--- src/rtl/pulse_train_generator.sv ---
// Multi-channel pulse train generator: each channel runs an independent period/width
// counter in continuous, one-shot or burst mode, with start/stop strobes and a done pulse.
module pulse_train_generator #(
  parameter int unsigned N  = 8,
  parameter int unsigned CH = 4,
  parameter int unsigned B  = 4
) (
  input  logic              clk,
  input  logic              rst,
  input  logic              ena,
  input  logic [CH*N-1:0]   period,
  input  logic [CH*N-1:0]   width,
  input  logic [2*CH-1:0]   mode,
  input  logic [CH*B-1:0]   burst_len,
  input  logic [CH-1:0]     start,
  input  logic [CH-1:0]     stop,
  output logic [CH-1:0]     out,
  output logic [CH-1:0]     busy,
  output logic [CH-1:0]     done
);

  typedef enum logic {StIdle, StRun} state_e;

  localparam logic [1:0] ModeOff   = 2'b00;
  localparam logic [1:0] ModeCont  = 2'b01;
  localparam logic [1:0] ModeOne   = 2'b10;
  localparam logic [1:0] ModeBurst = 2'b11;

  for (genvar i = 0; i < CH; i++) begin : g_ch
    state_e         state_q, state_d;
    logic [N-1:0]   cnt_q, cnt_d;
    logic [B-1:0]   cyc_q, cyc_d;
    logic [N-1:0]   period_q, period_d;
    logic [N-1:0]   width_q, width_d;
    logic [1:0]     mode_q, mode_d;
    logic [B-1:0]   blen_q, blen_d;
    logic           out_q, out_d;
    logic           done_q, done_d;

    logic [N-1:0]   period_in, width_in;
    logic [1:0]     mode_in;
    logic [B-1:0]   blen_in;
    logic [B-1:0]   blen_last;
    logic           cycle_end;
    logic           finish;

    assign period_in = period[i*N +: N];
    assign width_in  = width[i*N +: N];
    assign mode_in   = mode[2*i +: 2];
    assign blen_in   = burst_len[i*B +: B];

    // A burst length of zero runs a single cycle, same as a length of one.
    assign blen_last = (blen_q == '0) ? '0 : blen_q - B'(1);

    always_comb begin
      state_d   = state_q;
      cnt_d     = cnt_q;
      cyc_d     = cyc_q;
      period_d  = period_q;
      width_d   = width_q;
      mode_d    = mode_q;
      blen_d    = blen_q;
      out_d     = out_q;
      done_d    = 1'b0;
      cycle_end = 1'b0;
      finish    = 1'b0;

      unique case (state_q)
        StIdle: begin
          if (start[i] && !stop[i] && (mode_in != ModeOff)) begin
            state_d  = StRun;
            period_d = period_in;
            width_d  = width_in;
            mode_d   = mode_in;
            blen_d   = blen_in;
            cnt_d    = '0;
            cyc_d    = '0;
            out_d    = (width_in != '0);
          end
        end
        StRun: begin
          if (ena) begin
            cycle_end = (cnt_q == period_q);
            if (!cycle_end) begin
              cnt_d = cnt_q + N'(1);
              out_d = (cnt_d < width_q);
            end else begin
              cnt_d = '0;
              unique case (mode_q)
                ModeCont: begin
                  // Continuous mode picks up new settings at every cycle boundary.
                  period_d = period_in;
                  width_d  = width_in;
                  mode_d   = mode_in;
                  blen_d   = blen_in;
                  cyc_d    = '0;
                  if (mode_in == ModeOff) begin
                    finish = 1'b1;
                  end else begin
                    out_d = (width_in != '0);
                  end
                end
                ModeBurst: begin
                  if (cyc_q == blen_last) begin
                    finish = 1'b1;
                  end else begin
                    cyc_d = cyc_q + B'(1);
                    out_d = (width_q != '0);
                  end
                end
                ModeOne: finish = 1'b1;
                ModeOff: finish = 1'b1;
              endcase
            end
          end
        end
      endcase

      if (finish) begin
        state_d = StIdle;
        out_d   = 1'b0;
        cyc_d   = '0;
        done_d  = 1'b1;
      end

      // Abort overrides start and cycle end, and never reports completion.
      if (stop[i]) begin
        state_d = StIdle;
        out_d   = 1'b0;
        cnt_d   = '0;
        cyc_d   = '0;
        done_d  = 1'b0;
      end
    end

    always_ff @(posedge clk) begin
      if (rst) begin
        state_q  <= StIdle;
        cnt_q    <= '0;
        cyc_q    <= '0;
        period_q <= '0;
        width_q  <= '0;
        mode_q   <= ModeOff;
        blen_q   <= '0;
        out_q    <= 1'b0;
        done_q   <= 1'b0;
      end else begin
        state_q  <= state_d;
        cnt_q    <= cnt_d;
        cyc_q    <= cyc_d;
        period_q <= period_d;
        width_q  <= width_d;
        mode_q   <= mode_d;
        blen_q   <= blen_d;
        out_q    <= out_d;
        done_q   <= done_d;
      end
    end

    assign out[i]  = out_q;
    assign busy[i] = (state_q == StRun);
    assign done[i] = done_q;
  end

endmodule
--- config.mk ---
export PLATFORM = sky130hd
export DESIGN_NAME = pulse_train_generator
export DESIGN_NICKNAME = d
export VERILOG_FILES = /design/src/rtl/pulse_train_generator.sv
export SDC_FILE = /design/constraint.sdc
export NUM_CORES = 1
export LEC_CHECK = 0
export ABC_AREA = 1
export CORE_ASPECT_RATIO = 0.5
export CORE_UTILIZATION = 50
export DETAILED_ROUTE_END_ITERATION = 8
export MAX_ROUTING_LAYER = met4
export PLACE_DENSITY_LB_ADDON = 0.05
export REMOVE_ABC_BUFFERS = 1
export SYNTH_ARGS = -nofsm -noshare
export SYNTH_HDL_FRONTEND = slang
export SYNTH_SLANG_ARGS = --single-unit
--- constraint.sdc ---
create_clock -name clk -period 2.36 [get_ports clk]
set_clock_uncertainty 0.15 [all_clocks]
set_input_delay 0.236 -clock clk [delete_from_list [all_inputs] [get_ports clk]]
set_output_delay 0.236 -clock clk [all_outputs]
set_load 0.005 [all_outputs]
==> results.md, run 1 <==
* Hold_buf cts at 0
* Max Freq at 442 MHz
* Placed cell areas at 9910 sq um
* Final Hold Viols at 0
* Largest net degree at the start of global routing at 39
* Psw at between 0.0015 and 0.002 W
* Clock network power share at 42.6%
* Required @ worst endpoint at 2.57 ns
* Leakage at 4.50 nW
* Vias per cell at 5.04
* Area share of fa/ha/maj cells after synthesis at 5.32%
* Antenna-violating nets left at 0
* Share of post-route cells with drive strength above 1 at 9.92%
* CTS tree: built
* Sequential fraction of the synthesis area at 35.0%
* Syn Inst Count at around 1300
* First DRT Iteration DRCs at around 320
* Final setup viols at 0
* CTS Buffer Depth at 2
* Syn-to-layout area delta at 25.7%
* Root Buffer: clkbuf_16
* Worst-Skew Late Latency at approximately 0.43 ns
* Most frequent cells in the layout: 289 x nand2_1, 156 x inv_1, 135 x dfxtp_1
* Sequential share of power at 40.1%
* Post-layout net count at 1514
* Layout fillers at between 1000 and 1500
* Die area at 17500 sq um
* Worst EP arrival at 2.47 ns
* Status: finished, final reports clean
* Syn_area_per_cell at around 6.8 sq um
* Drt pass-1 iters at 5
* Clk sinks at 148
* Post-synthesis compound-gate area fraction at 17.1%
* Inserted Diodes at 0
* Critical path type: reg -> reg
* Crit Path Max Fanout at 2
* Total core area at 16500 sq um
* Starting Density at 51.4%
* Commonest non-fill, non-tap cell in the layout: nand2_1
* Worst setup SP type: flop
* Average wire per cell in the routed design at 12.7 microns
* Slew Limit Fails at 0
* Synth Area in XOR/XNOR at 5.79%
* All-Layer GR Usage at between 20 and 30%
* Die width at 186 microns
* Htree depth at 4
* Post-route cell area at 10600 sq um
* Routability cong. at 0.880
* Critical Path Start: g_ch[0].cnt_q[2]$_SDFFE_PP0P_
* Hold/Removal Path Class: in -> reg
* Simple-gate share of the synthesized area at 26.3%
* Register area at ~3000 sq um
* Cell-internal power at 0.00494 W
* Multi-input gate area at 4650 sq um
* Row cnt at 33
* Final Cycle Share at between 90 and 100%
* Total Routed Length at around 20 mm
* Slew headroom at 55.9%
* Worst R2R Start: g_ch[0].cnt_q[2]$_SDFFE_PP0P_
* Die span in y at roughly 94 microns
* Total number of vias at just over 8000
* Hold_ws at 0.231 ns
* CTS buffer count at 17
* Port bufs at 110
* Worst Tran Pin Value at 0.662 ns
* PD cells at 640 nW/um^2
* Main combinational cell family by area after synthesis: simple AND/OR/NAND/NOR gates
* Post-synthesis register bit count at 148
* Mux cell area share after synthesis at 0%
* Post-DP HPWL at 15.4 mm
* Ys Warns at 0
* Hold_sp: burst_len[11]
* RSZ-0062 raised after global routing: yes
* Crit. End Element: flop
* VDD IR-drop max at 601 uV
* Max-Cap Viols at 0
* Top-Level Pins at 111
* First-pass GRT wire length at 34.3 mm
* Switching share of total power at 27.5%
* GRT overflow at 0
* Initial antenna violation count at 0
* Comb pwr share at between 15 and 20%
* Final min period at about 2.3 ns
* Distinct cells, synth at 32
* Clock transition at path regs at 0.06 ns
* Mapped Area at about 8500 sq um
* DRC at 0
* Vias in the first global route at 7671
-- power groups by stage --
stage	Clock, W	Combinational [W]	Sequential, W
finish	0.00290	0.00118	0.00273
global route	0.00305	0.00133	0.00275
global placement	0	0.00114	0.00278
CTS	0.00294	0.00117	0.00273
detailed placement	0	0.00116	0.00279
floorplan	0	0.000721	0.00277
-- final timing paths --
path,end,slack [ns],cells after the start
max reg2reg,g_ch[0].out_q$_SDFFE_PP0P_,0.1,15
min reg2reg,g_ch[1].period_q[1]$_SDFFE_PP0P_,0.30,2
min,g_ch[2].blen_q[3]$_SDFFE_PP0P_,0.23,3
max,g_ch[0].out_q$_SDFFE_PP0P_,0.1,15
-- critical path, cell delays in order, from the launching register on --
cell and delay [ns]:
dfxtp_2 0.33, nand3_2 0.09, nand3b_1 0.20, nor2_1 0.12, inv_1 0.07, nor2_2 0.09, xor2_1 0.20, ha_1 0.27
nand2_1 0.07, inv_1 0.03, nor2_1 0.08, o21a_1 0.12, nand4_1 0.09, nand3_1 0.08, nand3_1 0.08, a21oi_1 0.13
-- routing by layer --
layer	track usage, %	part of all wire (%)	wire length, microns
met2	42.5	46	9490
met3	4.34	3.9	807
met4	7.86	1.6	323
met5	-	0	0
met1	31.1	48	9920
-- Yosys cell counts, drive strengths merged --
cell type,number,share of area (%)
a211oi,4,0.35
a21oi,147,9.4
a31o,1,0.10
buf,32,2.5
clkbuf,12,0.53
clkinv,2,0.089
dfxtp,148,35
ha,36,5.3
inv,168,7.4
nand2,292,13
nand3,84,5.1
nand3b,9,0.80
nand4,11,0.81
nor2,130,6.1
nor3,4,0.24
nor4,2,0.15
o211ai,1,0.15
o21a,7,0.62
o21ai,106,6.4
or2,1,0.074
xnor2,26,2.7
xor2,30,3.1
-- state kept, by name, summed over array words and instances (netlist names) --
name	flops
g_ch.out_q	4
g_ch.cnt_q	32
g_ch.period_q	32
g_ch.cyc_q	16
g_ch.width_q	32
g_ch.state_q	4
g_ch.blen_q	16
g_ch.done_q	4
g_ch.mode_q	8
-- cell families (layout without fill, tap and decap cells) --
group,Yosys count,in the layout
AND/OR/NAND/NOR,533,533
AO/OA/AOI/OAI,266,266
buffers and inverters,214,352
flip-flops,148,148
XOR/XNOR,56,56
adder cells (fa/ha/maj),36,36
-- final cells by class --
type | count | area share, %
clock buffers | 19 | 4.16
clock inverters | 12 | 1.68
inverters | 170 | 5.99
multi-input cells | 891 | 43.7
flip-flops and latches | 148 | 28.1
well taps | 227 | 2.67
repair buffers | 151 | 13.7
-- per-stage QoR --
step	utilization (%)	setup slack, ns	instances	total power [W]	TNS, ns
CTS	63.9	0.0177	1611	0.00685	0
floorplan	-	0.166	1209	0.00349	0
finish	64.6	0.0954	1618	0.00681	0
global placement	60.1	0.142	1580	0.00392	0
detailed placement	60.1	0.0226	1580	0.00395	0
global route	64.6	-0.137	1618	0.00713	-0.309
-- timing repair --
item                       4_1_cts  5_1_grt
setup endpoints to repair        1        4
pin swaps                        0       14
setup buffers                    0        7
gates resized for setup          1       26
Power figures use the tool's default switching activity.
==> run 2: changes to the inputs <==
Settings changed: CORE_UTILIZATION 50 to 45, GPL_TIMING_DRIVEN set to 0.
==> run 2 against run 1 <==
Largest cell class unchanged; non-clock buffer count is 15 lower; combinational power is 3% lower; die area is 11% higher; power is 0.35% lower; largest power group unchanged; register-to-register slack worse by 0.05 ns; fmax is 2.0% lower; highest routed layer unchanged; sequential share of layout area is 0.21 points higher; wire length is 0.49% lower; critical path depth stayed put; final cell count is 0.12% lower; utilization is 6.9 points lower.
==> results.md, run 2 (synthesis results as in run 1) <==
* Die width at 196 microns
* Clock transition at path regs at 0.06 ns
* Die span in y at around 99 microns
* First-pass GRT wire length at 34.2 mm
* Syn-to-layout area delta at 25.4%
* Crit. End Element: flop
* Most frequent cells in the layout: 289 x nand2_1, 156 x inv_1, 134 x dfxtp_1
* Largest net degree at the start of global routing at 43
* Post-placement setup slack at -0.730 ns
* CP peak stage delay at between 0.3 and 0.4 ns
* CTS tree: built
* All-Layer GR Usage at between 20% and 30%
* Row cnt at 35
* Status: finished, final reports clean
* Final setup viols at 0
* Final min period at 2.31 ns
* Ordered list of cells on the worst path: nand3_2 -> nand3b_1 -> nor2_1 -> inv_1 -> nor2_2 -> xor2_1 -> ha_1 -> nand2_1 -> inv_1 -> nor2_1 -> o21a_1 -> nand4_1 -> nand3_1 -> nand3_1 -> a21oi_1
* Critical path type: reg -> reg
* Largest registers: g_ch.cnt_q (32), g_ch.period_q (32), g_ch.width_q (32)
* Share of post-route cells with drive strength above 1 at 9.30%
* Port bufs at 110
* Worst setup SP type: flop
* Post-DP HPWL at between 15 and 20 mm
* Slew Limit Fails at 0
* Average wire per cell in the routed design at 12.6 microns
* Worst Tran Pin Value at 1.01 ns
* CTS buffer count at 17
* Leakage at 4.48 nW
* Post-route setup slack at 0.0500 ns
* Most Crowded Layer GR: met2
* Layout fillers at 1767
* Vias per cell at 4.94
* Required @ worst endpoint at 2.56 ns
* GRT overflow at 0
* VDD IR-drop max at 518 uV
* Post-layout net count at between 1000 and 1500
* CP bufs+invs at 2
* Slew headroom at 32.7%
* Placed cell areas at 9700 sq um
* Max-Cap Viols at 0
* Commonest non-fill, non-tap cell in the layout: nand2_1
* Antenna-violating nets left at 0
* CP max stage cell: dfxtp_4
* Worst EP arrival at 2.51 ns
* Post-route insts no fill at 1616
* First DRT Iteration DRCs at around 280
* Total core area at 18400 sq um
* Root Buffer: clkbuf_16
* PD cells at approximately 640 nW/um^2
* Routability cong. at 0.840
* Max Freq at between 400 and 500 MHz
* Total number of vias at about 8000
* DRC at 0
* Htree depth at 4
* Met1 Usage GRT at 29.0%
* Die area at between 15000 and 20000 sq um
* Register area at 3000 sq um
* Final Hold Viols at 0
* Crit Path Max Fanout at 5
* Worst-Skew Late Latency at ~0.43 ns
* RSZ-0062 raised after global routing: yes
* M3 GR Usage at 4.21%
* CP top delay family: simple AND/OR/NAND/NOR gates
* # placed instances at 1562
* Top-Level Pins at 111
* Drt pass-1 iters at 5
* Post-route cell area at between 10000 and 15000 sq um
* Hold/Removal Path Class: in -> reg
* Inserted Diodes at 0
* CTS Buffer Depth at 2
* Final Cycle Share at 97.9%
* Vias in the first global route at 7351
* Multi-input gate area at roughly 4700 sq um
* Total Routed Length at between 20 and 25 mm
* Met2 Use GR at 36.7%
* Clk sinks at 148
* Starting Density at 46.1%
* Initial antenna violation count at 0
-- run 2: where the power goes --
| part | internal, W | total [W] | switching [W] |
|---|---|---|---|
| registers | 0.00263 | 0.00273 | 0.0000970 |
| clock network | 0.00185 | 0.00292 | 0.00107 |
| logic | 0.000487 | 0.00114 | 0.000653 |
| total | 0.00496 | 0.00679 | 0.00182 |
-- run 2: layer usage --
layer	wire (microns)	vias to the layer above	share of wire, %
li1	-	4254	-
met1	10300	3569	51
met2	9170	140	45
met3	751	18	3.7
met4	181	0	0.89
met5	0	-	0
-- run 2: what timing repair did --
item / CTS / global route
pin swaps: 7 / 19
setup endpoints to repair: 50 / 61
gates resized for setup: 18 / 26
setup buffers: 11 / 12
hold buffers: 0 / 0
-- run 2: per-stage QoR --
stage / utilization (%) / total power (W) / TNS, ns / hold slack (ns)
floorplan: - / 0.00349 / 0 / 0.155
global placement: 52.3 / 0.00387 / -109.28 / 0.303
detailed placement: 52.7 / 0.00391 / -44.17 / 0.303
CTS: 56.8 / 0.00684 / 0 / 0.232
global route: 57.8 / 0.00713 / -0.467 / 0.240
finish: 57.8 / 0.00679 / 0 / 0.244
-- run 2: area by class of cell --
type                            count  area share [%]
Clock inverter                      9            1.43
Multi-Input combinational cell    891            44.3
Timing Repair Buffer              136            12.7
Sequential cell                   148            28.3
Clock buffer                       22            4.46
Tap cell                          240            2.83
Inverter                          170            6.01
-- run 2: path summary, 6_finish.rpt --
| check | startpoint | endpoint | slack [ns] | cells after the start |
|---|---|---|---|---|
| worst max-delay path | g_ch[1].cnt_q[2]$_SDFFE_PP0P_ | g_ch[1].out_q$_SDFFE_PP0P_ | 0.05 | 15 |
| worst min-delay path | period[16] | g_ch[2].period_q[0]$_SDFFE_PP0P_ | 0.24 | 3 |
| worst max register to register | g_ch[1].cnt_q[2]$_SDFFE_PP0P_ | g_ch[1].out_q$_SDFFE_PP0P_ | 0.05 | 15 |
| worst min register to register | g_ch[3].period_q[4]$_SDFFE_PP0P_ | g_ch[3].period_q[4]$_SDFFE_PP0P_ | 0.31 | 2 |
-- run 2: worst register-to-register path, delay by kind of cell (launching register included) --
family	cells	cell delay [ns]
compound gates	2	0.24
flops	1	0.37
fa+ha+maj	1	0.28
xor+xnor	1	0.20
simple gates	9	0.91
buf+inv	2	0.10
==> run 3: changes to the inputs <==
==> constraint.sdc (replaced) <==
create_clock -name clk -period 2.36 [get_ports clk]
set_clock_uncertainty 0.15 [all_clocks]
set_input_delay 0.708 -clock clk [delete_from_list [all_inputs] [get_ports clk]]
set_output_delay 0.708 -clock clk [all_outputs]
set_load 0.005 [all_outputs]
==> run 3 against run 2 <==
Critical path depth down 6; register-to-register slack better by 0.03 ns; power grew 0.75%; critical endpoint is now g_ch[2].mode_q[0]$_SDFFE_PP0P_; largest power group unchanged.
==> results.md, run 3 (synthesis results as in run 1) <==
* Final setup TNS at 0 ns
* Critical path type: in -> reg
* CTS buffer count at 17
* Clock transition at path regs at around 0.06 ns
* GRT overflow at 0
* Vias in the first global route at between 7000 and 8000
* Syn-to-layout area delta at 27.8%
* Final setup viols at 0
* Total power at 0.00684 W
* Layout fillers at 1744
* Total core area at 18400 sq um
* Initial antenna violation count at 0
* Final Hold Viols at 0
* Root Buffer: clkbuf_16
* Worst-Skew Late Latency at 0.42 ns
* Required @ worst endpoint at 2.51 ns
* Cell-internal power at ~0.0050 W
* Hold_buf cts at 0
* Hold_sp: g_ch[3].period_q[4]$_SDFFE_PP0P_
* Largest net degree at the start of global routing at 43
* Highest routed layer: met4
* Final Cycle Share at a little over nine tenths
* First DRT Iteration DRCs at 270
* Switching share of total power at 27.0%
* Met1 wire length at 10.4 mm
* Die span in y at slightly below 100 microns
* All-Layer GR Usage at 22.6%
* Crit Path Max Fanout at 19
* CTS Buffer Depth at 2
* RSZ-0062 raised after global routing: yes
* Commonest non-fill, non-tap cell in the layout: nand2_1
* Worst Tran Pin Value at 0.708 ns
* Most frequent cells in the layout: 289 x nand2_1, 156 x inv_1, 131 x dfxtp_1
* CTS tree: built
* Final min period at 2.31 ns
* Comb pwr share at 17.5%
* Drt pass-1 iters at 4
* Worst EP arrival at around 2.5 ns
* PD cells at 632 nW/um^2
* Antenna-violating nets left at 0
* Die area at ~19000 sq um
* Clock network power share at 42.6%
* Post-layout net count at ~1500
* Slew Limit Fails at 0
* Largest registers: g_ch.cnt_q (32), g_ch.period_q (32), g_ch.width_q (32)
* Die width at roughly 200 microns
* Htree depth at 4
* Wire length on met2 at 9.65 mm
* Slew headroom at 52.8%
* Share of post-route cells with drive strength above 1 at a little over a tenth
* Post-DP HPWL at 15.1 mm
* Worst R2R Start: g_ch[1].cnt_q[2]$_SDFFE_PP0P_
* Starting Density at 46.1%
* Row cnt at 35
* Top-Level Pins at 111
* Clk sinks at between 100 and 150
* Worst setup SP type: primary input
* First-pass GRT wire length at 34.3 mm
* Metal3 WL at 931 microns
* Routability cong. at 0.840
* DRC at 0
* Total Routed Length at 21.1 mm
* Status: finished, final reports clean
* Leakage at 4.53 nW
* Psw at 0.00185 W
* Average wire per cell in the routed design at 13.0 microns
* VDD IR-drop max at 512 uV
* Inserted Diodes at 0
* Vias per cell at around 5.0
* Total number of vias at 8106
* Port bufs at 110
* Max-Cap Viols at 0
* Hold/Removal Path Class: reg -> reg
* Sequential share of power at between 30% and 40%
* Max Freq at 434 MHz
* Critical Path Start: mode[4]
* Crit. End Element: flop
-- run 3: cell count changes in the layout (fill, tap and decap cells not counted), moves of 3 or more --
| cell | before | now |
|---|---|---|
| buf_4 | 23 | 27 |
| dfxtp_1 | 134 | 131 |
| o21ai_1 | 57 | 62 |
| o21ai_0 | 44 | 35 |
-- run 3: worst paths after layout --
check / cells after the start / to / slack (ns)
setup / recovery: 9 / g_ch[2].mode_q[0]$_SDFFE_PP0P_ / 0.05
hold / removal: 2 / g_ch[3].period_q[4]$_SDFFE_PP0P_ / 0.31
setup reg to reg: 15 / g_ch[1].out_q$_SDFFE_PP0P_ / 0.08
hold reg to reg: 2 / g_ch[3].period_q[4]$_SDFFE_PP0P_ / 0.31
-- run 3: stage by stage --
step	std cells	hold WS, ns	cell area [sq um]	util, %	setup WS [ns]
finish	1625	0.307	10800	58.8	0.0540
CTS	1606	0.313	10500	57.0	0.00340
global route	1625	0.333	10800	58.8	-0.129
detailed placement	1562	0.303	9700	52.7	-1.20
global placement	1559	0.303	9620	52.3	-2.01
floorplan	1209	0.288	8220	-	-0.109
-- run 3: layout make-up --
type                    count  area [sq um]  share of cell area [%]
well taps                 240           300                    2.77
clock inverters             9           151                    1.40
clock buffers              22           474                    4.38
repair buffers            144          1440                    13.3
inverters                 170           643                    5.94
multi-input cells         892          4800                    44.3
flip-flops and latches    148          3010                    27.8
-- run 3: routing by layer --
metal / global-route usage [%] / up-vias
li1: - / 4269
met1: 29.1 / 3667
met2: 36.8 / 156
met3: 4.21 / 14
met4: 5.47 / 0
met5: - / -
-- run 3: power groups by stage --
stage	clock (W)	combinational, W	sequential (W)
2_1_floorplan	0	0.000721	0.00277
3_3_place_gp	0	0.00109	0.00279
3_5_place_dp	0	0.00112	0.00279
4_1_cts	0.00297	0.00114	0.00273
5_1_grt	0.00308	0.00135	0.00274
6_report	0.00291	0.00120	0.00273
-- run 3: timing repair --
action | in CTS | in global routing
gates cloned | 0 | 2
pin swaps | 7 | 23
hold endpoints to repair | 0 | 0
setup buffers | 13 | 17
endpoints found under the setup margin | 125 | 95
gates resized for setup | 28 | 51
-- run 3: critical path: stages --
cell and delay, ns:
clkdlybuf4s50_1 0.53, nor2_1 0.10, o21ai_2 0.22, o21ai_4 0.14
nor2_4 0.24, buf_12 0.14, nand2_8 0.10, o21ai_1 0.22
a21oi_2 0.04
